File: src/rtl/spi_seq_pkg.sv
// Shared definitions for the SPI flash command sequencer: flash opcodes,
// host command encoding and the sequencer state enumeration.
package spi_seq_pkg;

    // Serial-flash instruction opcodes
    localparam logic [7:0] OP_READ         = 8'h03;
    localparam logic [7:0] OP_FAST_READ    = 8'h0B;
    localparam logic [7:0] OP_PAGE_PROG    = 8'h02;
    localparam logic [7:0] OP_WRITE_ENABLE = 8'h06;
    localparam logic [7:0] OP_READ_STATUS  = 8'h05;
    localparam logic [7:0] OP_SECTOR_ERASE = 8'h20;

    // Host command encoding on cmd_op
    typedef enum logic [1:0] {
        CMD_READ     = 2'd0,
        CMD_PROGRAM  = 2'd1,
        CMD_ERASE    = 2'd2,
        CMD_RESERVED = 2'd3
    } cmd_op_e;

    // Sequencer states; the encoding is exported on state_out
    typedef enum logic [3:0] {
        ST_IDLE      = 4'd0,
        ST_INIT_FIN  = 4'd1,
        ST_RD_OA     = 4'd2,
        ST_RD_DATA   = 4'd3,
        ST_RD_FIN    = 4'd4,
        ST_WREN      = 4'd5,
        ST_WREN_FIN  = 4'd6,
        ST_PG_OA     = 4'd7,
        ST_PG_DATA   = 4'd8,
        ST_PG_FIN    = 4'd9,
        ST_ER_OA     = 4'd10,
        ST_ER_FIN    = 4'd11,
        ST_POLL_OA   = 4'd12,
        ST_POLL_DATA = 4'd13,
        ST_POLL_FIN  = 4'd14,
        ST_DONE      = 4'd15
    } state_e;

endpackage

File: src/rtl/spi_seq_phase.sv
// Generic level handshake towards the SPI master: the trigger rises one cycle
// after i_start, stays high until i_complete is seen, then falls. A new start
// is only accepted once both trigger and completion are low again, so the
// trigger is always low for at least one cycle between phases.
module spi_seq_phase (
    input  logic i_clk,
    input  logic i_reset,
    input  logic i_start,
    input  logic i_complete,
    output logic o_trigger,
    output logic o_ready,
    output logic o_done
);

    logic r_trigger;

    // Trigger level: raise on start, release once the master reports completion
    always_ff @(posedge i_clk) begin
        if (i_reset) begin
            r_trigger <= 1'b0;
        end else if (r_trigger && i_complete) begin
            r_trigger <= 1'b0;
        end else if (!r_trigger && i_start && !i_complete) begin
            r_trigger <= 1'b1;
        end
    end

    assign o_trigger = r_trigger;
    assign o_ready   = !r_trigger && !i_complete;
    assign o_done    = r_trigger && i_complete;

endmodule

File: src/rtl/spi_flash_sequencer.sv
// SPI flash command sequencer: turns host read / page-program / sector-erase
// commands into opcode/address, data and finalize phases for an SPI master,
// including write-enable and status polling.
// Optional build macro SPI_SEQ_FAST_READ_EN selects fast read (0x0B, 8 dummy
// cycles) instead of normal read (0x03, no dummy cycles).
module spi_flash_sequencer
    import spi_seq_pkg::*;
#(
    parameter int          ADDR_BYTES = 3,
    parameter logic [15:0] POLL_LIMIT = 16'hFFFF
) (
    input  logic                    main_clock,
    input  logic                    reset,
    input  logic                    cmd_valid,
    output logic                    cmd_ready,
    input  logic [1:0]              cmd_op,
    input  logic [ADDR_BYTES*8-1:0] cmd_addr,
    input  logic [8:0]              cmd_len,
    input  logic [7:0]              wr_data,
    output logic                    wr_req,
    output logic [7:0]              rd_data,
    output logic                    rd_valid,
    output logic                    done,
    output logic                    error,
    output logic [3:0]              state_out,
    output logic [7:0]              m_opcode,
    output logic [ADDR_BYTES*8-1:0] m_addr,
    output logic                    m_addr_flag,
    output logic [7:0]              m_dummy_cycles,
    output logic [7:0]              m_write_data,
    output logic                    m_opcode_addr_trigger,
    output logic                    m_data_trigger,
    output logic                    m_finalize_trigger,
    input  logic                    m_opcode_addr_completed,
    input  logic                    m_data_trigger_captured,
    input  logic                    m_data_completed,
    input  logic                    m_finalize_completed,
    input  logic [7:0]              m_read_data
);

    localparam int AW = ADDR_BYTES * 8;

`ifdef SPI_SEQ_FAST_READ_EN
    localparam logic [7:0] READ_OPCODE = OP_FAST_READ;
    localparam logic [7:0] READ_DUMMY  = 8'd8;
`else
    localparam logic [7:0] READ_OPCODE = OP_READ;
    localparam logic [7:0] READ_DUMMY  = 8'd0;
`endif

    state_e        r_state;
    state_e        w_next;
    cmd_op_e       r_op;
    logic [AW-1:0] r_addr;
    logic [8:0]    r_count;
    logic [15:0]   r_pollCount;
    logic [7:0]    r_status;
    logic          r_needFin;
    logic          r_error;
    logic [7:0]    r_rdData;
    logic          r_rdValid;
    logic [7:0]    r_opcode;
    logic [AW-1:0] r_mAddr;
    logic          r_addrFlag;
    logic [7:0]    r_dummy;
    logic [7:0]    r_writeData;
    logic          r_captured;

    logic       w_accept;
    logic       w_cmdBad;
    logic       w_timeout;
    logic       w_oaStart;
    logic       w_dataStart;
    logic       w_finStart;
    logic [7:0] w_oaOpcode;
    logic       w_oaAddrFlag;
    logic [7:0] w_oaDummy;
    logic       w_oaReady;
    logic       w_oaDone;
    logic       w_dataReady;
    logic       w_dataDone;
    logic       w_dataComplete;
    logic       w_finReady;
    logic       w_finDone;

    // A program byte only counts as transferred once the master has captured it
    assign w_dataComplete = m_data_completed &&
                            ((r_state != ST_PG_DATA) || r_captured || m_data_trigger_captured);

    spi_seq_phase u_oaPhase (
        .i_clk      (main_clock),
        .i_reset    (reset),
        .i_start    (w_oaStart),
        .i_complete (m_opcode_addr_completed),
        .o_trigger  (m_opcode_addr_trigger),
        .o_ready    (w_oaReady),
        .o_done     (w_oaDone)
    );

    spi_seq_phase u_dataPhase (
        .i_clk      (main_clock),
        .i_reset    (reset),
        .i_start    (w_dataStart),
        .i_complete (w_dataComplete),
        .o_trigger  (m_data_trigger),
        .o_ready    (w_dataReady),
        .o_done     (w_dataDone)
    );

    spi_seq_phase u_finPhase (
        .i_clk      (main_clock),
        .i_reset    (reset),
        .i_start    (w_finStart),
        .i_complete (m_finalize_completed),
        .o_trigger  (m_finalize_trigger),
        .o_ready    (w_finReady),
        .o_done     (w_finDone)
    );

    // Next-state logic and phase launches for every step of the three sequences
    always_comb begin
        w_next       = r_state;
        w_accept     = 1'b0;
        w_cmdBad     = 1'b0;
        w_timeout    = 1'b0;
        w_oaStart    = 1'b0;
        w_dataStart  = 1'b0;
        w_finStart   = 1'b0;
        w_oaOpcode   = 8'h00;
        w_oaAddrFlag = 1'b0;
        w_oaDummy    = 8'h00;
        case (r_state)
            ST_IDLE: begin
                if (cmd_valid) begin
                    w_accept = 1'b1;
                    w_cmdBad = (cmd_op == CMD_RESERVED) || (cmd_len == 9'd0);
                    if (w_cmdBad)                 w_next = ST_IDLE;
                    else if (r_needFin)           w_next = ST_INIT_FIN;
                    else if (cmd_op == CMD_READ)  w_next = ST_RD_OA;
                    else                          w_next = ST_WREN;
                end
            end
            ST_INIT_FIN: begin
                w_finStart = w_finReady;
                if (w_finDone) w_next = (r_op == CMD_READ) ? ST_RD_OA : ST_WREN;
            end
            ST_RD_OA: begin
                w_oaStart    = w_oaReady;
                w_oaOpcode   = READ_OPCODE;
                w_oaAddrFlag = 1'b1;
                w_oaDummy    = READ_DUMMY;
                if (w_oaDone) w_next = ST_RD_DATA;
            end
            ST_RD_DATA: begin
                w_dataStart = w_dataReady;
                if (w_dataDone && (r_count == 9'd1)) w_next = ST_RD_FIN;
            end
            ST_RD_FIN: begin
                w_finStart = w_finReady;
                if (w_finDone) w_next = ST_DONE;
            end
            ST_WREN: begin
                w_oaStart  = w_oaReady;
                w_oaOpcode = OP_WRITE_ENABLE;
                if (w_oaDone) w_next = ST_WREN_FIN;
            end
            ST_WREN_FIN: begin
                w_finStart = w_finReady;
                if (w_finDone) w_next = (r_op == CMD_PROGRAM) ? ST_PG_OA : ST_ER_OA;
            end
            ST_PG_OA: begin
                w_oaStart    = w_oaReady;
                w_oaOpcode   = OP_PAGE_PROG;
                w_oaAddrFlag = 1'b1;
                if (w_oaDone) w_next = ST_PG_DATA;
            end
            ST_PG_DATA: begin
                w_dataStart = w_dataReady;
                if (w_dataDone && (r_count == 9'd1)) w_next = ST_PG_FIN;
            end
            ST_PG_FIN: begin
                w_finStart = w_finReady;
                if (w_finDone) w_next = ST_POLL_OA;
            end
            ST_ER_OA: begin
                w_oaStart    = w_oaReady;
                w_oaOpcode   = OP_SECTOR_ERASE;
                w_oaAddrFlag = 1'b1;
                if (w_oaDone) w_next = ST_ER_FIN;
            end
            ST_ER_FIN: begin
                w_finStart = w_finReady;
                if (w_finDone) w_next = ST_POLL_OA;
            end
            ST_POLL_OA: begin
                w_oaStart  = w_oaReady;
                w_oaOpcode = OP_READ_STATUS;
                if (w_oaDone) w_next = ST_POLL_DATA;
            end
            ST_POLL_DATA: begin
                w_dataStart = w_dataReady;
                if (w_dataDone) w_next = ST_POLL_FIN;
            end
            ST_POLL_FIN: begin
                w_finStart = w_finReady;
                if (w_finDone) begin
                    if (!r_status[0]) begin
                        w_next = ST_DONE;
                    end else if ((r_pollCount + 16'd1) >= POLL_LIMIT) begin
                        w_timeout = 1'b1;
                        w_next    = ST_IDLE;
                    end else begin
                        w_next = ST_POLL_OA;
                    end
                end
            end
            ST_DONE: w_next = ST_IDLE;
            default: w_next = ST_IDLE;
        endcase
    end

    // State register, command latch, counters and master-side registered outputs
    always_ff @(posedge main_clock) begin
        if (reset) begin
            r_state     <= ST_IDLE;
            r_op        <= CMD_READ;
            r_addr      <= '0;
            r_count     <= 9'd0;
            r_pollCount <= 16'd0;
            r_status    <= 8'h00;
            r_needFin   <= 1'b1;
            r_error     <= 1'b0;
            r_rdData    <= 8'h00;
            r_rdValid   <= 1'b0;
            r_opcode    <= 8'h00;
            r_mAddr     <= '0;
            r_addrFlag  <= 1'b0;
            r_dummy     <= 8'h00;
            r_writeData <= 8'h00;
        end else begin
            r_state   <= w_next;
            r_rdValid <= 1'b0;
            if (w_accept) begin
                if (w_cmdBad) begin
                    r_error <= 1'b1;
                end else begin
                    r_error     <= 1'b0;
                    r_op        <= cmd_op_e'(cmd_op);
                    r_addr      <= cmd_addr;
                    r_count     <= cmd_len;
                    r_pollCount <= 16'd0;
                end
            end
            if ((r_state == ST_INIT_FIN) && w_finDone) r_needFin <= 1'b0;
            if (w_oaStart) begin
                r_opcode   <= w_oaOpcode;
                r_addrFlag <= w_oaAddrFlag;
                r_dummy    <= w_oaDummy;
                r_mAddr    <= w_oaAddrFlag ? r_addr : '0;
            end
            if (wr_req) r_writeData <= wr_data;
            if (w_dataDone) begin
                if ((r_state == ST_RD_DATA) || (r_state == ST_PG_DATA)) r_count <= r_count - 9'd1;
                if (r_state == ST_RD_DATA) begin
                    r_rdData  <= m_read_data;
                    r_rdValid <= 1'b1;
                end
                if (r_state == ST_POLL_DATA) r_status <= m_read_data;
            end
            if ((r_state == ST_POLL_FIN) && w_finDone) r_pollCount <= r_pollCount + 16'd1;
            if (w_timeout) r_error <= 1'b1;
        end
    end

    // Remembers that the current program byte has been captured by the master
    always_ff @(posedge main_clock) begin
        if (reset || !m_data_trigger) r_captured <= 1'b0;
        else if (m_data_trigger_captured) r_captured <= 1'b1;
    end

    assign cmd_ready      = (r_state == ST_IDLE);
    assign done           = (r_state == ST_DONE);
    assign state_out      = r_state;
    assign wr_req         = w_dataStart && (r_state == ST_PG_DATA);
    assign rd_data        = r_rdData;
    assign rd_valid       = r_rdValid;
    assign error          = r_error;
    assign m_opcode       = r_opcode;
    assign m_addr         = r_mAddr;
    assign m_addr_flag    = r_addrFlag;
    assign m_dummy_cycles = r_dummy;
    assign m_write_data   = r_writeData;

endmodule

File: config.mk
export PLATFORM = sky130hd
export DESIGN_NAME = spi_flash_sequencer
export DESIGN_NICKNAME = d
export VERILOG_FILES = /design/src/rtl/spi_seq_pkg.sv /design/src/rtl/spi_seq_phase.sv /design/src/rtl/spi_flash_sequencer.sv
export SDC_FILE = /design/constraint.sdc
export NUM_CORES = 1
export LEC_CHECK = 0
export CORE_UTILIZATION = 40
export DETAILED_ROUTE_END_ITERATION = 12
export HOLD_SLACK_MARGIN = 0.03
export PLACE_DENSITY = 0.76
export SLEW_MARGIN = 10
export SYNTH_ARGS = -nofsm -noshare
export SYNTH_HDL_FRONTEND = slang
export SYNTH_SLANG_ARGS = --single-unit
export TNS_END_PERCENT = 30
File: constraint.sdc
create_clock -name main_clock -period 2.55 [get_ports main_clock]
set_input_delay 0.51 -clock main_clock [delete_from_list [all_inputs] [get_ports main_clock]]
set_output_delay 0.51 -clock main_clock [all_outputs]
set_load 0.03 [all_outputs]
==> flow_summary.yaml <==
critical_path:
  critPathTopFamily: "simple AND/OR/NAND/NOR gates"
  r2r-end: "state_out[3]$_SDFFE_PP0P_"
  crit_arrival_ns: 2.60
  critPathLaunch: "r_count[0]$_SDFF_PP0_"
  critPathKind: "reg -> reg"
  crit_path_frequent_cell: "o22ai_1"
  crit_cells: 7
  crit_fanout: 7
  reg2reg_slack_ns: 0.18
  crit_chain: "ha_1, or4b_2, o22ai_1, a21oi_1, and3b_1, mux2i_1, o22ai_1"
  crit_slowest_cell: "or4b_2"
  critPathRequiredTime_ns: 2.78
  cp-end-kind: "flop"
  crit_buf_inv: 0
  critPathLaunchType: "flop"
  crit_end: "state_out[3]$_SDFFE_PP0P_"
  rr_startpoint: "r_count[0]$_SDFF_PP0_"
  slowest_delay_ns: 0.60
  worstRegToRegCells: 7
synthesis:
  synth_top_area_share_pct: 41.8
  synth-seq-cells: 108
  avgSynthCellArea_um2: 8.16
  synthFlopType: "dfxtp_1"
  synth_top_cell_by_area: "dfxtp_1"
  syn_inst: 633
  yosysSeqAreaShare_pct: 41.8
  synth_edf_count: 0
  synth_area_um2: 5170
  ys_warn_count: 0
  synth_area_leaders: "dfxtp_1, a21oi_1, nand2_1"
  synthArstFlopShare_pct: 0
  yosysUniqueCellTypes: 66
sta:
  setup_tns_ns: 0
  finalCritPeriodShare_pct: 93.0
  timing.fmax_ghz: 0.422
  hold_violations: 0
  fin_crit_ns: 2.37
  finalSetupViolations: 0
  rsz0062_at_grt: "no"
  fin_ws_ns: 0.180
  worst-slew-pin-transition_ns: 0.682
  slew_viol_final: 0
  slew_headroom_pct: 54.4
  fin_skew_ns: 0.00688
global_route:
  grt_pass1_wl_mm: 23.0
  grt_usage_pct: 21.9
  grt_pass1_vias: 4794
  overflow: 0
  antenna_found_initial: 0
  grt_max_degree: 50
placed_design:
  place_ws_ns: -0.0621
  dp.cells: 899
  hpwlAfterDp_mm: 9.84
  io_buffers: 114
  place_congestion: 0.887
cts:
  insertion_delay_ns: 0.36
  cts_tree: "yes"
  root_buffer: "clkbuf_16"
  cts_sinks: 108
  htree_levels: 3
  cts_buffers: 9
  clk_pin_slew_ns: 0.07
  ctsLongestPathBuffers: 2
flow_run:
  cap_violations: 0
floorplan:
  ioPinCount: 127
  die_w_um: 116
  die_h_um: 116
  die-area_um2: 13400
  rows: 41
  core_um2: 12600
  start_util_pct: 40.9
cells_and_area:
  stdcell_count: 914
  fin_nets: 800
  drive_above_1_share_pct: 8.63
  n_fill_cell: 1196
  diodes: 0
  syn2layout_area_growth_pct: 31.5
power:
  power.density_nw_per_um2: 789
  swShare_pct: 35.3
  power_frac_comb_pct: 34.2
  internal_power_mw: 3.47
  leakagePower_nw: 2.38
  ir_worst_vdd_mv: 0.464
  power_frac_seq_pct: 37.5
  clock_power_share_pct: 28.4
  power_switching_mw: 1.89
worst_hold_path:
  hold_path.class: "reg -> reg"
  hold_start: "r_addr[5]$_SDFFE_PP0P_"
run_status:
  status: "finished, final reports clean"
route:
  vias: 4945
  route.detailed.drc: 0
  drt-initial-drc-count: 268
  firstDrtPassIters: 5
  routed_wl_mm: 14.1
  viasPerCell: 5.41
  ant_nets: 0
  wl_per_cell_um: 15.5
-- synthesized netlist by cell type (3+ instances only) --
library cell,count
o21ai_0,20
dfxtp_1,108
nand3_1,7
nand2b_1,7
nand4b_1,3
clkbuf_2,3
buf_2,8
nor2_1,83
nand3b_1,4
nand4_1,8
a31oi_1,9
xnor2_1,3
nand2_1,87
nor3_1,9
nor2b_1,5
ha_1,4
a21oi_1,67
nor4_1,8
mux2i_1,20
o211ai_1,3
a211oi_1,5
and2_1,4
buf_4,15
clkbuf_8,4
and3_1,7
and3b_1,3
or3_1,5
a311oi_1,7
clkbuf_1,25
a22oi_1,26
o22ai_1,4
or4_1,4
nor3b_1,4
inv_1,11
-- registers in the layout, indices dropped and copies added (netlist names), 2 cells and up --
name / count
m_addr: 24
m_opcode: 4
m_write_data: 8
r_addr: 24
r_count: 9
r_op: 2
r_pollCount: 16
rd_data: 8
state_out: 4
-- layout by cell type, fill, tap and decap left out, types with 8 or more instances in the layout --
master	Yosys	layout
dfxtp_1	108	107
clkdlybuf4s50_1	0	111
a31oi_1	9	9
nor3_1	9	9
nand4_1	8	8
nand2_1	87	87
a22oi_1	26	26
nor2_1	83	83
buf_4	15	28
o21ai_0	20	20
a21oi_1	67	67
conb_1	1	12
clkbuf_16	0	9
mux2i_1	20	20
inv_1	11	11
-- per-stage QoR --
step	total power [mW]	hold WS (ns)	utilization (%)	area, um2
finish	5.36	0.460	53.8	6800
global route	5.65	0.475	53.8	6800
floorplan	3.20	0.437	-	5210
global placement	3.80	0.443	51.2	6460
detailed placement	3.85	0.448	51.2	6460
CTS	5.37	0.459	53.8	6790
-- cells by family after synthesis --
| logic type | synth area share [%] |
|---|---|
| and+or+nand+nor | 25.2 |
| DFF | 41.8 |
| adders and majority gates | 0.969 |
| other | 0.0726 |
| buffers and inverters | 7.51 |
| AOI/OAI and AO/OA | 19.7 |
| xor gates and xnor gates | 0.848 |
| muxes | 3.87 |
-- tightest hold or removal path: stages, from the launching register on --
cell,delay [ns]
dfxtp_1,0.31
nand2_1,0.05
a21oi_1,0.05
-- power by group through the flow --
stage | registers (mW) | logic, mW | clock network [mW]
global placement | 2.03 | 1.77 | 0
CTS | 2.00 | 1.82 | 1.55
finish | 2.01 | 1.83 | 1.52
global route | 2.03 | 1.98 | 1.63
floorplan | 2.12 | 1.08 | 0
detailed placement | 2.04 | 1.81 | 0
-- routing by layer --
metal | share of wire (%) | vias up | GRT usage [%]
met5 | 0 | - | 0
met1 | 44 | 2337 | 28.0
met3 | 6.9 | 17 | 5.65
met2 | 47 | 159 | 35.5
met4 | 1.6 | 0 | 8.03
li1 | - | 2432 | -
-- worst min path at each step --
stage	end	slack, ns	cells past startpoint
finish	r_addr[5]$_SDFFE_PP0P_	0.46	2
global route	r_addr[19]$_SDFFE_PP0P_	0.48	2
CTS	r_addr[4]$_SDFFE_PP0P_	0.46	2
detailed placement	r_addr[4]$_SDFFE_PP0P_	0.45	2
global placement	r_addr[22]$_SDFFE_PP0P_	0.44	2
floorplan	r_addr[0]$_SDFFE_PP0P_	0.44	2
-- final cells by class --
| type | instances | area (um2) | share of cell area [%] |
|---|---|---|---|
| clock buffers | 9 | 225 | 3.31 |
| inverters | 11 | 41.3 | 0.608 |
| repair buffers | 142 | 1380 | 20.3 |
| clock inverters | 6 | 97.6 | 1.44 |
| flip-flops and latches | 108 | 2160 | 31.8 |
| multi-input cells | 466 | 2670 | 39.3 |
| well taps | 172 | 215 | 3.17 |
-- what timing repair did --
item	4_1_cts	5_1_grt
hold buffers	0	0
resized for setup	0	2
setup buffers	0	0
endpoints found under the setup margin	0	3
No activity file was read; power rests on OpenSTA's default activity.
